==> src/rtl/peri_wb2reg_bridge_if.sv <==
// Bus bundle between a wishbone-classic master and the peripheral reg bus.
// The "slave" modport is the bridge's view: it is the wishbone slave and
// drives the reg bus. The "master" modport is the opposite view, i.e. the
// wishbone master together with the reg-bus peripheral.
interface peri_wb2reg_bridge_if #(
  parameter int AW = 11,
  parameter int DW = 32
);
  // Wishbone side
  logic            wbs_cyc_i;
  logic            wbs_stb_i;
  logic [AW-1:0]   wbs_adr_i;
  logic            wbs_we_i;
  logic [DW-1:0]   wbs_dat_i;
  logic [DW/8-1:0] wbs_sel_i;
  logic [DW-1:0]   wbs_dat_o;
  logic            wbs_ack_o;
  logic            wbs_err_o;

  // Reg-bus side
  logic            reg_cs;
  logic            reg_wr;
  logic [AW-1:0]   reg_addr;
  logic [DW-1:0]   reg_wdata;
  logic [DW/8-1:0] reg_be;
  logic [DW-1:0]   reg_rdata;
  logic            reg_ack;

  modport slave (
    input  wbs_cyc_i, wbs_stb_i, wbs_adr_i, wbs_we_i, wbs_dat_i, wbs_sel_i,
    output wbs_dat_o, wbs_ack_o, wbs_err_o,
    output reg_cs, reg_wr, reg_addr, reg_wdata, reg_be,
    input  reg_rdata, reg_ack
  );

  modport master (
    output wbs_cyc_i, wbs_stb_i, wbs_adr_i, wbs_we_i, wbs_dat_i, wbs_sel_i,
    input  wbs_dat_o, wbs_ack_o, wbs_err_o,
    input  reg_cs, reg_wr, reg_addr, reg_wdata, reg_be,
    output reg_rdata, reg_ack
  );
endinterface

==> src/rtl/peri_wb2reg_bridge.sv <==
// Wishbone-classic slave to peripheral reg-bus master bridge.
// One wishbone cycle becomes one reg_cs/reg_ack transaction. Request and
// response are both registered; a reg access that never acks is closed with
// an error response after TO_CYCLES cycles, counted in err_cnt, and its
// address is kept in err_addr for debug.
module peri_wb2reg_bridge #(
  parameter int              AW        = 11,
  parameter int              DW        = 32,
  parameter int unsigned     TO_CYCLES = 255,          // 0 disables the timeout
  parameter logic [DW-1:0]   ERR_DATA  = 32'hDEAD_BEEF
) (
  input  logic                 mclk,
  input  logic                 h_reset_n,
  peri_wb2reg_bridge_if.slave  bus,
  output logic [7:0]           err_cnt,
  output logic [AW-1:0]        err_addr
);

  typedef enum logic [1:0] {
    ST_IDLE,
    ST_REQ,
    ST_RESP
  } state_t;

  // Last timeout counter value before the access is declared hung.
  localparam logic [7:0] TO_LAST = 8'(TO_CYCLES - 1);

  state_t          r_state,     w_state_nxt;
  logic [7:0]      r_to_cnt,    w_to_cnt;
  logic            r_cs,        w_cs;
  logic            r_wr,        w_wr;
  logic [AW-1:0]   r_addr,      w_addr;
  logic [DW-1:0]   r_wdata,     w_wdata;
  logic [DW/8-1:0] r_be,        w_be;
  logic [DW-1:0]   r_dat,       w_dat;
  logic            r_ack,       w_ack;
  logic            r_err,       w_err;
  logic [7:0]      r_err_cnt,   w_err_cnt;
  logic [AW-1:0]   r_err_addr,  w_err_addr;
  logic            w_to_hit;

  assign w_to_hit = (TO_CYCLES != 0) && (r_to_cnt == TO_LAST);

  // Next-state and next-output decode for the request/response FSM.
  always_comb begin
    // NOTE: every signal gets its hold value first, so no branch can leave
    // one unassigned and infer a latch.
    w_state_nxt = r_state;
    w_to_cnt    = r_to_cnt;
    w_cs        = r_cs;
    w_wr        = r_wr;
    w_addr      = r_addr;
    w_wdata     = r_wdata;
    w_be        = r_be;
    w_dat       = r_dat;
    w_ack       = 1'b0;           // ack/err are single-cycle pulses
    w_err       = 1'b0;
    w_err_cnt   = r_err_cnt;
    w_err_addr  = r_err_addr;

    unique case (r_state)
      ST_IDLE: begin
        if (bus.wbs_cyc_i && bus.wbs_stb_i) begin
          w_addr      = bus.wbs_adr_i;
          w_wr        = bus.wbs_we_i;
          w_wdata     = bus.wbs_dat_i;
          w_be        = bus.wbs_sel_i;
          w_cs        = 1'b1;
          w_to_cnt    = 8'd0;
          w_state_nxt = ST_REQ;
        end
      end

      ST_REQ: begin
        w_to_cnt = r_to_cnt + 8'd1;
        // A master abort wins: acking a cycle the master has already left
        // would hand a stray ack to whatever cycle comes next.
        if (!bus.wbs_cyc_i) begin
          w_cs        = 1'b0;
          w_state_nxt = ST_IDLE;
        end else if (bus.reg_ack) begin
          w_cs        = 1'b0;
          w_dat       = r_wr ? '0 : bus.reg_rdata;
          w_ack       = 1'b1;
          w_state_nxt = ST_RESP;
        end else if (w_to_hit) begin
          w_cs        = 1'b0;
          w_dat       = r_wr ? '0 : ERR_DATA;
          w_ack       = 1'b1;
          w_err       = 1'b1;
          w_err_cnt   = (r_err_cnt == 8'hFF) ? r_err_cnt : r_err_cnt + 8'd1;
          w_err_addr  = r_addr;
          w_state_nxt = ST_RESP;
        end
      end

      ST_RESP: begin
        // The ack pulse ends here; a strobe still high is the old request.
        w_state_nxt = ST_IDLE;
      end

      default: begin
        w_state_nxt = ST_IDLE;
      end
    endcase
  end

  // State and output registers with synchronous reset; reset aborts any
  // transaction in flight and clears every output.
  always_ff @(posedge mclk) begin
    // NOTE: sequential state uses non-blocking assignments so every register
    // samples the pre-edge values regardless of statement order.
    if (!h_reset_n) begin
      r_state    <= ST_IDLE;
      r_to_cnt   <= 8'd0;
      r_cs       <= 1'b0;
      r_wr       <= 1'b0;
      r_addr     <= '0;
      r_wdata    <= '0;
      r_be       <= '0;
      r_dat      <= '0;
      r_ack      <= 1'b0;
      r_err      <= 1'b0;
      r_err_cnt  <= 8'd0;
      r_err_addr <= '0;
    end else begin
      r_state    <= w_state_nxt;
      r_to_cnt   <= w_to_cnt;
      r_cs       <= w_cs;
      r_wr       <= w_wr;
      r_addr     <= w_addr;
      r_wdata    <= w_wdata;
      r_be       <= w_be;
      r_dat      <= w_dat;
      r_ack      <= w_ack;
      r_err      <= w_err;
      r_err_cnt  <= w_err_cnt;
      r_err_addr <= w_err_addr;
    end
  end

  assign bus.reg_cs    = r_cs;
  assign bus.reg_wr    = r_wr;
  assign bus.reg_addr  = r_addr;
  assign bus.reg_wdata = r_wdata;
  assign bus.reg_be    = r_be;
  assign bus.wbs_dat_o = r_dat;
  assign bus.wbs_ack_o = r_ack;
  assign bus.wbs_err_o = r_err;
  assign err_cnt       = r_err_cnt;
  assign err_addr      = r_err_addr;

endmodule

==> src/flat_wrapper.sv <==
// flat-port wrapper written by rule: the top's interface ports become plain ports
module peri_wb2reg_bridge_flat 
#(
  parameter int              AW        = 11,
  parameter int              DW        = 32,
  parameter int unsigned     TO_CYCLES = 255,                                   
  parameter logic [DW-1:0]   ERR_DATA  = 32'hDEAD_BEEF
)
  (mclk, h_reset_n, err_cnt, err_addr, bus_wbs_cyc_i, bus_wbs_stb_i, bus_wbs_adr_i, bus_wbs_we_i, bus_wbs_dat_i, bus_wbs_sel_i, bus_wbs_dat_o, bus_wbs_ack_o, bus_wbs_err_o, bus_reg_cs, bus_reg_wr, bus_reg_addr, bus_reg_wdata, bus_reg_be, bus_reg_rdata, bus_reg_ack);
  peri_wb2reg_bridge_if #(.AW(AW), .DW(DW)) bus_i ();
  input  logic mclk;
  input  logic h_reset_n;
  output logic [7:0] err_cnt;
  output logic [AW-1:0] err_addr;
  input wire logic [$bits(bus_i.wbs_cyc_i)-1:0] bus_wbs_cyc_i;
  input wire logic [$bits(bus_i.wbs_stb_i)-1:0] bus_wbs_stb_i;
  input wire logic [$bits(bus_i.wbs_adr_i)-1:0] bus_wbs_adr_i;
  input wire logic [$bits(bus_i.wbs_we_i)-1:0] bus_wbs_we_i;
  input wire logic [$bits(bus_i.wbs_dat_i)-1:0] bus_wbs_dat_i;
  input wire logic [$bits(bus_i.wbs_sel_i)-1:0] bus_wbs_sel_i;
  output wire logic [$bits(bus_i.wbs_dat_o)-1:0] bus_wbs_dat_o;
  output wire logic [$bits(bus_i.wbs_ack_o)-1:0] bus_wbs_ack_o;
  output wire logic [$bits(bus_i.wbs_err_o)-1:0] bus_wbs_err_o;
  output wire logic [$bits(bus_i.reg_cs)-1:0] bus_reg_cs;
  output wire logic [$bits(bus_i.reg_wr)-1:0] bus_reg_wr;
  output wire logic [$bits(bus_i.reg_addr)-1:0] bus_reg_addr;
  output wire logic [$bits(bus_i.reg_wdata)-1:0] bus_reg_wdata;
  output wire logic [$bits(bus_i.reg_be)-1:0] bus_reg_be;
  input wire logic [$bits(bus_i.reg_rdata)-1:0] bus_reg_rdata;
  input wire logic [$bits(bus_i.reg_ack)-1:0] bus_reg_ack;
  assign bus_i.wbs_cyc_i = bus_wbs_cyc_i;
  assign bus_i.wbs_stb_i = bus_wbs_stb_i;
  assign bus_i.wbs_adr_i = bus_wbs_adr_i;
  assign bus_i.wbs_we_i = bus_wbs_we_i;
  assign bus_i.wbs_dat_i = bus_wbs_dat_i;
  assign bus_i.wbs_sel_i = bus_wbs_sel_i;
  assign bus_wbs_dat_o = bus_i.wbs_dat_o;
  assign bus_wbs_ack_o = bus_i.wbs_ack_o;
  assign bus_wbs_err_o = bus_i.wbs_err_o;
  assign bus_reg_cs = bus_i.reg_cs;
  assign bus_reg_wr = bus_i.reg_wr;
  assign bus_reg_addr = bus_i.reg_addr;
  assign bus_reg_wdata = bus_i.reg_wdata;
  assign bus_reg_be = bus_i.reg_be;
  assign bus_i.reg_rdata = bus_reg_rdata;
  assign bus_i.reg_ack = bus_reg_ack;
  peri_wb2reg_bridge #(.AW(AW), .DW(DW), .TO_CYCLES(TO_CYCLES), .ERR_DATA(ERR_DATA)) u_core (.mclk(mclk), .h_reset_n(h_reset_n), .bus(bus_i), .err_cnt(err_cnt), .err_addr(err_addr));
endmodule
==> config.mk <==
export PLATFORM = sky130hd
export DESIGN_NAME = peri_wb2reg_bridge_flat
export DESIGN_NICKNAME = d
export VERILOG_FILES = /design/src/rtl/peri_wb2reg_bridge_if.sv /design/src/rtl/peri_wb2reg_bridge.sv /design/src/flat_wrapper.sv
export SDC_FILE = /design/constraint.sdc
export NUM_CORES = 1
export LEC_CHECK = 0
export ABC_AREA = 0
export CAP_MARGIN = 20
export CORE_MARGIN = 10
export CORE_UTILIZATION = 40
export DETAILED_ROUTE_END_ITERATION = 10
export PLACE_DENSITY = 0.87
export SLEW_MARGIN = 25
export SYNTH_ARGS = -nofsm -noshare
export SYNTH_HDL_FRONTEND = slang
export SYNTH_SLANG_ARGS = --single-unit
==> constraint.sdc <==
create_clock -name mclk -period 6.06 [get_ports mclk]
set_input_delay 1.212 -clock mclk [delete_from_list [all_inputs] [get_ports mclk]]
set_output_delay 1.212 -clock mclk [all_outputs]
set_load 0.01 [all_outputs]
==> flow_metrics.tcl <==
set metrics [dict create \
    status "finished, final reports clean" \
    synth-compound-area-share_pct 19.1 \
    clk_pin_slew_worst_paths_ns 0.11 \
    diodes 0 \
    grt-ovfl-total 0 \
    synth_cells 469 \
    viasPerCell 5.04 \
    cts_setup_buffers 0 \
    slew_violations 0 \
    cts_tree "done" \
    synth-xor-area-share_pct 0.213 \
    numCtsBuffers 9 \
    yosysTopAreaCell "dfxtp_1" \
    synthFlopType "dfxtp_1" \
    ys_warn_count 0 \
    ant_nets 0 \
    clock-sinks 112 \
    r2r-start "u_core.r_to_cnt[1]" \
    worstSetupPathType "in -> reg" \
    clk_latency_ns 0.36 \
    ys_seq_elements 112 \
    drc 0 \
    synth_fp_nets 557 \
    clockRootBuffer "clkbuf_8" \
    drtPass1Iterations 5 \
    finalSetupViolations 0 \
    syn-cell-area_sq_um 4110 \
    routed_wl_mm 12.5 \
    grt_usage_pct 16.4 \
    placedInstanceArea_sq_um 6060 \
    synth.avg_cell_area_sq_um 8.76 \
    dieWidth_um 121 \
    fin_crit_sh_pct 59.6 \
    synthArstFlopShare_pct 0 \
    std_cell_rows 36 \
    maxSlewHeadroom_pct 44.2 \
    min_period_ns 3.61 \
    yosysUniqueCellTypes 38 \
    ys_top_cells_by_area "dfxtp_1 55%, nand2_1 12%, a21oi_1 8.5%, o2bb2ai_1 5.1%, nor2b_1 4.0%" \
    startpoint "bus_reg_ack" \
    worstMarginPinSlew_ns 0.835 \
    globalplace.congestion 0.810 \
    worstPathMaxFanout 28 \
    synth_fa_ha_area_share_pct 0.914 \
    synth_simple_gate_area_share_pct 21.4 \
    num_vias 3909 \
    hold_viol 0 \
    synth_top_family_by_area "simple AND/OR/NAND/NOR gates" \
    area_growth_pct 52.8 \
    cp.arrival_ns 3.89 \
    grt_pass1_wl_mm 20.1 \
    wl_per_cell_um 16.1 \
    muxShareOfSynthArea_pct 0.274 \
    initial_core_util_pct 41.5 \
    cts_hold_buffers 0 \
    drive_above_1_share_pct 4.36 \
    cts_resized 0 \
    fmax_mhz 277 \
    synth_edf_count 0 \
    seq_area_frac_synth_pct 54.6 \
    die_area_sq_um 14700 \
    post-synth-top-count-cell "nand2_1" \
    fin_nets 725 \
    worstPathRequired_ns 6.34 \
    port_buffers 186 \
    fin_setup_tns_ns 0 \
    peakVddDrop_mv 0.107 \
    drv_cap 0 \
    cts_max_level 3 \
    core-area_sq_um 9910 \
    p_leak_nw 2.16 \
    startpoint_type "input pin" \
    synth_common_cells "129 x nand2_1, 112 x dfxtp_1, 70 x a21oi_1" \
    finalClockSkew_ns 0.00806 \
    min_from "u_core.bus.reg_wdata[2]" \
    cp-end-kind "register" \
    finalPower_mw 1.39 \
    hp-class "reg -> reg" \
    io_pins 187 \
    grt_max_degree 79 \
    die_h_um 121 \
    drtIter0Drc 177 \
    grt_pass1_vias 3978 \
    final_area_sq_um 6270 \
    antenna_found_initial 0 \
    synth_top_area_share_pct 54.6 \
    hpwl_mm 9.30 \
    rsz0062_at_grt "false" \
    cts.path.max_buffers 2 \
    whs_ns 0.460 \
    power.density_nw_per_um2 222 \
    final_core_util_pct 63.3 \
]
[flip-flops by register name, indices dropped and copies added (netlist names)]
signal                count
u_core.bus.reg_wdata     32
u_core.bus.wbs_dat_o     32
u_core.bus.reg_addr      11
u_core.err_addr          11
u_core.err_cnt            8
u_core.r_to_cnt           8
u_core.bus.reg_be         4
u_core.r_state            2
u_core.bus.reg_cs         1
u_core.bus.reg_wr         1
u_core.bus.wbs_ack_o      1
u_core.bus.wbs_err_o      1
[per-layer routing]
metal,up-vias,global-route usage [%],share of wire (%)
met1,1816,17.6,39
li1,1945,-,-
met5,-,0,0
met3,5,6.42,9.6
met4,0,3.80,0.50
met2,143,29.4,51
[metrics by stage]
stage          cells  setup slack, ns
2_1_floorplan    469             3.35
4_1_cts          775             2.46
6_report         775             2.45
5_1_grt          775             2.28
3_3_place_gp     759             2.19
3_5_place_dp     759             2.09
[power breakdown]
part,internal [mW],switching [mW],leakage (nW)
clock network,0.197,0.258,0.0982
registers,0.756,0.0118,0.908
logic,0.0986,0.0715,1.15
total,1.05,0.342,2.16
[worst max-delay path, cell delays in order]
cell             delay (ns)
clkdlybuf4s50_1        0.83
or4_1                  1.05
or4_1                  0.62
a21oi_1                0.17
[cell families (layout without fill, tap and decap cells)]
kind of cell,after synthesis,after routing
mux,1,1
flops,112,112
fa+ha+maj,3,3
compound gates,122,122
buf+inv,38,211
simple gates,192,192
xor+xnor,1,1
[layout by cell type, fill, tap and decap left out, types with 7 or more instances in the layout]
cell / n
clkdlybuf4s50_1: 186
nand2_1: 129
dfxtp_1: 112
a21oi_1: 70
nor2b_1: 26
o2bb2ai_1: 24
clkbuf_8: 9
a22o_1: 8
or4_1: 7
nor2_1: 7
[path summary, 6_finish.rpt]
path                                  end  slack, ns  cells after the start
setup / recovery        u_core.err_cnt[7]       2.45                      4
hold / removal    u_core.bus.reg_wdata[2]       0.46                      2
setup reg to reg        u_core.err_cnt[7]       3.56                      5
hold reg to reg   u_core.bus.reg_wdata[2]       0.46                      2
[final cells by class]
class	count	area (sq um)
flip-flops and latches	112	2240
clock buffers	9	124
clock inverters	7	78.8
repair buffers	190	1890
inverters	5	18.8
fillers	845	3630
multi-input cells	319	1750
well taps	133	166
Note: power is estimated with default switching activity, not from simulation.
